==> src/rtl/uart_tx_sched.sv <==
// Round-robin scheduler feeding one uart_tx from a 16-deep byte FIFO and a cmd valid/ready port.
// Grant at t -> tx_flag/tx_data at t+1, next grant >= FRAME_CYC+2 later; cmd_ready only in IDLE, FIFO drops pushes when full.
module uart_tx_sched #(
    parameter int BAUD_END = 5208,
    parameter int BIT_END  = 10,
    parameter int GAP_CYC  = 2,
    parameter int FIFO_AW  = 4
) (
    input  logic               sclk,
    input  logic               s_rst,
    input  logic               rd_wr_en,
    input  logic [7:0]         rd_wr_data,
    output logic               fifo_full,
    output logic [FIFO_AW:0]   fifo_cnt,
    output logic               fifo_ovf,
    input  logic               cmd_valid,
    input  logic [7:0]         cmd_data,
    output logic               cmd_ready,
    output logic               tx_flag,
    output logic [7:0]         tx_data,
    output logic               busy
);
    localparam int DEPTH = 1 << FIFO_AW;
    localparam logic [16:0]        FRAME_LAST = 17'(BAUD_END * BIT_END + GAP_CYC - 1);
    localparam logic [FIFO_AW:0]   DEPTH_CNT  = {1'b1, {FIFO_AW{1'b0}}};
    localparam logic [FIFO_AW:0]   CNT_ONE    = {{FIFO_AW{1'b0}}, 1'b1};
    localparam logic [FIFO_AW-1:0] PTR_ONE    = {{(FIFO_AW-1){1'b0}}, 1'b1};

    typedef enum logic [1:0] {IDLE, START, WAIT} state_t;
    typedef enum logic {SRC_FIFO, SRC_CMD} src_t;

    state_t             state, state_nxt;
    src_t               last_grant;
    logic [16:0]        wait_cnt;
    logic [7:0]         mem [DEPTH];
    logic [FIFO_AW-1:0] wr_ptr, rd_ptr;
    logic               fifo_pend, grant_fifo, grant_cmd, push_ok;

    assign fifo_full  = (fifo_cnt == DEPTH_CNT);
    assign fifo_pend  = (fifo_cnt != '0);
    // On a tie the source that did not win last time is served.
    assign grant_fifo = (state == IDLE) && fifo_pend && (!cmd_valid || last_grant == SRC_CMD);
    assign grant_cmd  = (state == IDLE) && cmd_valid && (!fifo_pend || last_grant == SRC_FIFO);
    assign cmd_ready  = grant_cmd;
    assign push_ok    = rd_wr_en && !fifo_full;
    assign busy       = (state != IDLE);

    always_comb begin
        state_nxt = state;
        case (state)
            IDLE:    if (grant_fifo || grant_cmd) state_nxt = START;
            START:   state_nxt = WAIT;
            WAIT:    if (wait_cnt == FRAME_LAST) state_nxt = IDLE;
            default: state_nxt = IDLE;
        endcase
    end

    always_ff @(posedge sclk) begin
        if (s_rst) begin
            state      <= IDLE;
            last_grant <= SRC_CMD;
            wait_cnt   <= '0;
            tx_flag    <= 1'b0;
            tx_data    <= 8'h00;
            wr_ptr     <= '0;
            rd_ptr     <= '0;
            fifo_cnt   <= '0;
            fifo_ovf   <= 1'b0;
        end else begin
            state   <= state_nxt;
            tx_flag <= grant_fifo || grant_cmd;
            if (grant_fifo) begin
                tx_data    <= mem[rd_ptr];
                last_grant <= SRC_FIFO;
                rd_ptr     <= rd_ptr + PTR_ONE;
            end else if (grant_cmd) begin
                tx_data    <= cmd_data;
                last_grant <= SRC_CMD;
            end
            if (state == START) begin
                wait_cnt <= '0;
            end else if (state == WAIT) begin
                wait_cnt <= wait_cnt + 17'd1;
            end
            if (push_ok) begin
                wr_ptr <= wr_ptr + PTR_ONE;
            end
            // Fullness is judged before the same-cycle pop, so a push at full is lost.
            if (rd_wr_en && fifo_full) begin
                fifo_ovf <= 1'b1;
            end
            case ({push_ok, grant_fifo})
                2'b10:   fifo_cnt <= fifo_cnt + CNT_ONE;
                2'b01:   fifo_cnt <= fifo_cnt - CNT_ONE;
                default: fifo_cnt <= fifo_cnt;
            endcase
        end
    end

    always_ff @(posedge sclk) begin
        if (push_ok) begin
            mem[wr_ptr] <= rd_wr_data;
        end
    end
endmodule
==> config.mk <==
export PLATFORM = sky130hd
export DESIGN_NAME = uart_tx_sched
export DESIGN_NICKNAME = d
export VERILOG_FILES = /design/src/rtl/uart_tx_sched.sv
export SDC_FILE = /design/constraint.sdc
export NUM_CORES = 1
export LEC_CHECK = 0
export ABC_AREA = 1
export BUFFER_PORTS_ARGS = -buffer_cell sky130_fd_sc_hd__buf_4
export CORE_MARGIN = 2
export CORE_UTILIZATION = 45
export DETAILED_ROUTE_END_ITERATION = 8
export GPL_ROUTABILITY_DRIVEN = 0
export HOLD_SLACK_MARGIN = 0.03
export MAX_ROUTING_LAYER = met4
export SYNTH_ARGS = -nofsm -noshare
export SYNTH_HDL_FRONTEND = slang
export SYNTH_SLANG_ARGS = --single-unit
==> constraint.sdc <==
create_clock -name sclk -period 4.2 [get_ports sclk]
set_input_delay 0.42 -clock sclk [delete_from_list [all_inputs] [get_ports sclk]]
set_output_delay 0.42 -clock sclk [all_outputs]
set_load 0.05 [all_outputs]
==> results.sh <==
export IMPL_status="completed"
export IMPL_fillers=1450
export IMPL_grt_start_max_net_pins=65
export IMPL_cts_sinks=175
export IMPL_drive_gt1_share_pct=11.9
export IMPL_finalSetupViolations=0
export IMPL_clockRootBuffer="clkbuf_16"
export IMPL_routed_via_density=5.33
export IMPL_grt_pass1_wl_um=27700
export IMPL_hold_viol=0
export IMPL_postSynth_topFlopCell="edfxtp_1"
export IMPL_reg2reg_slack_ps=1710
export IMPL_worst_pin_slew_ps=1040
export IMPL_track_usage_pct=21.2
export IMPL_min_path_cells=3
export IMPL_antenna_left=0
export IMPL_area_growth_pct=14.4
export IMPL_rsz0062_at_grt="no"
export IMPL_place_detailed_hpwl_um=11200
export IMPL_clockBufferDepth=2
export IMPL_cts_tree="built"
export IMPL_fmax_mhz=402
export IMPL_drv_cap=0
export IMPL_yosysUniqueCellTypes=36
export IMPL_netlist_instances=719
export IMPL_drtIter0Drc=330
export IMPL_max_slew_margin_pct=30.5
export IMPL_dr_pass1_iters=5
export IMPL_final_core_util_pct=52.9
export IMPL_coreArea_um2=16000
export IMPL_wl_per_cell_um=17.9
export IMPL_clk_latency_ps=430
export IMPL_crit_path_end_kind="flop"
export IMPL_vdd_ir_drop_max_mv=0.307
export IMPL_cts_resized=0
export IMPL_syn_num_nets=748
export IMPL_worstHoldStart="rd_wr_en"
export IMPL_crit_arrival_ps=2810
export IMPL_hold_path_end="fifo_ovf"
export IMPL_startpoint_type="flop"
export IMPL_finalCriticalPeriod_ps=2490
export IMPL_path_class="flop to flop"
export IMPL_yosys_register_bits=175
export IMPL_synth_async_reset_ratio_pct=0
export IMPL_synth_warnings=0
export IMPL_slew_viol_final=0
export IMPL_finalCritPeriodShare_pct=59.2
export IMPL_vias=5194
export IMPL_antenna_found_initial=0
export IMPL_die_area_um2=17500
export IMPL_fin_skew_ps=7.79
export IMPL_clkTransAtPathRegs_ps=60
export IMPL_reg2reg_depth=14
export IMPL_pre_cts_slack_ps=1710
export IMPL_rr_startpoint="fifo_cnt[0]"
export IMPL_path_max_fanout=23
export IMPL_routed_wl_um=17500
export IMPL_place_area_um2=7790
export IMPL_syn_area_um2=7410
export IMPL_synth_edf_count=128
export IMPL_worst_hold_slack_ps=257
export IMPL_ys_seq_area_share_pct=64.6
export IMPL_io_pins=38
export IMPL_setup_slack_ps=1710
export IMPL_htree_levels=4
export IMPL_final_nets=774
export IMPL_final_setup_tns_ps=0
export IMPL_required_ps=4520
export IMPL_cts_buffers=17
export IMPL_fp_dieW_um=132
export IMPL_hold_path_class="input port to flop"
export IMPL_p_leak_nw=3.05
export IMPL_fin_area_um2=8470
export IMPL_drc=0
export IMPL_initial_core_util_pct=46.3
export IMPL_die_h_um=132
export IMPL_diodes=0
export IMPL_power_density_nw_per_um2=644
export IMPL_grt_pass1_vias=4943
export IMPL_cts_setup_buffers=0
export IMPL_port_buffers=37
export IMPL_r2r_end="fifo_cnt[4]"
export IMPL_avgSynthCellArea_um2=10.3
export IMPL_grt_overflow=0
export IMPL_num_rows=46
export IMPL_cts_hold_buf=0
==> cells in the final DEF (no fill, tap or decap), types with 2 or more instances in the layout <==
master / Yosys / routed
inv_1: 34 / 34
nor4_1: 2 / 2
nor3_2: 2 / 2
clkbuf_16: 0 / 22
nand2_1: 58 / 58
or2_0: 2 / 2
edfxtp_1: 128 / 128
dfxtp_1: 47 / 46
xor2_1: 9 / 9
ha_1: 9 / 9
o21ai_0: 45 / 45
nand2_2: 6 / 6
nor2_1: 179 / 179
o21ai_1: 32 / 32
nand4_1: 9 / 9
xnor2_1: 2 / 2
nor3_1: 8 / 8
nand3_1: 52 / 52
buf_4: 4 / 39
inv_2: 8 / 8
clkbuf_1: 13 / 3
bufinv_16: 0 / 3
clkinv_1: 1 / 2
a21oi_1: 25 / 25
o211ai_1: 20 / 20
==> cells in the mapped netlist, types with 4 or more instances <==
library cell / count / share of area [%]
a21oi_1: 25 / 1.7
buf_2: 9 / 0.61
buf_4: 4 / 0.41
buf_6: 4 / 0.61
clkbuf_1: 13 / 0.66
dfxtp_1: 47 / 13
edfxtp_1: 128 / 52
ha_1: 9 / 1.5
inv_1: 34 / 1.7
inv_2: 8 / 0.41
nand2_1: 58 / 2.9
nand2_2: 6 / 0.51
nand3_1: 52 / 3.5
nand4_1: 9 / 0.76
nor2_1: 179 / 9.1
nor3_1: 8 / 0.54
o211ai_1: 20 / 2.0
o21ai_0: 45 / 3.0
o21ai_1: 32 / 2.2
xor2_1: 9 / 1.1
==> through the flow <==
step	cells	total power [W]
6_report	974	0.00546
3_3_place_gp	942	0.00369
3_5_place_dp	942	0.00372
2_1_floorplan	719	0.00333
4_1_cts	974	0.00547
5_1_grt	974	0.00575
==> critical path, stage by stage, from the launching register on <==
cell	delay (ps)
dfxtp_1	450
nor2_1	100
nand3_1	140
nand2_2	120
inv_2	340
ha_1	370
xor2_1	220
ha_1	170
inv_1	40
nand2_1	100
nand2_1	80
nand3_1	70
nand2_1	50
nor2_1	90
nor2_1	40
==> where the power goes <==
group          switching [W]  total [W]  internal (W)
combinational        0.00111    0.00158      0.000467
sequential          0.000139    0.00211       0.00197
clock               0.000649    0.00176       0.00111
==> cells by family (layout without fill, tap and decap cells) <==
| logic type | after synthesis | after routing | synth area share, % |
|---|---|---|---|
| AOI/OAI and AO/OA | 126 | 126 | 9.32 |
| xor gates and xnor gates | 11 | 11 | 1.30 |
| adders and majority gates | 9 | 9 | 1.52 |
| buffers and inverters | 75 | 114 | 4.58 |
| DFF | 175 | 175 | 64.6 |
| and+or+nand+nor | 323 | 323 | 18.7 |
==> state kept, by name, indices dropped and copies added, names as in the netlist, named ones only <==
signal and count:
mem 128, wait_cnt 17, tx_data 8, fifo_cnt 5, rd_ptr 4, wr_ptr 4
state 2, fifo_ovf 1, last_grant 1, tx_flag 1
==> metal layers <==
| layer | vias up | share of wire (%) | routed length [um] | track usage [%] |
|---|---|---|---|---|
| li1 | 2531 | - | - | - |
| met1 | 2498 | 47 | 8240 | 30.0 |
| met2 | 144 | 47 | 8140 | 31.0 |
| met3 | 21 | 4.7 | 817 | 4.27 |
| met4 | 0 | 1.6 | 283 | 6.51 |
| met5 | - | 0 | 0 | - |
==> layout make-up <==
cell class                 count  area (um2)  share of cell area (%)
clock inverter                 7         115                    1.36
tap                          216         270                    3.19
timing repair buffer          39         293                    3.46
clock buffer                  25         562                    6.63
sequential                   175        4790                    56.5
multi-input combinational    469        2280                    27.0
inverter                      43         161                    1.91
==> worst max-delay path by stage <==
stage	startpoint	end	cells past startpoint
CTS	fifo_cnt[0]	fifo_cnt[4]	14
detailed placement	cmd_valid	fifo_cnt[4]	16
finish	fifo_cnt[0]	fifo_cnt[4]	14
global placement	cmd_valid	fifo_cnt[4]	16
global route	fifo_cnt[0]	fifo_cnt[4]	14
floorplan	fifo_cnt[0]	fifo_cnt[4]	16
Note: power is estimated with default switching activity, not from simulation.
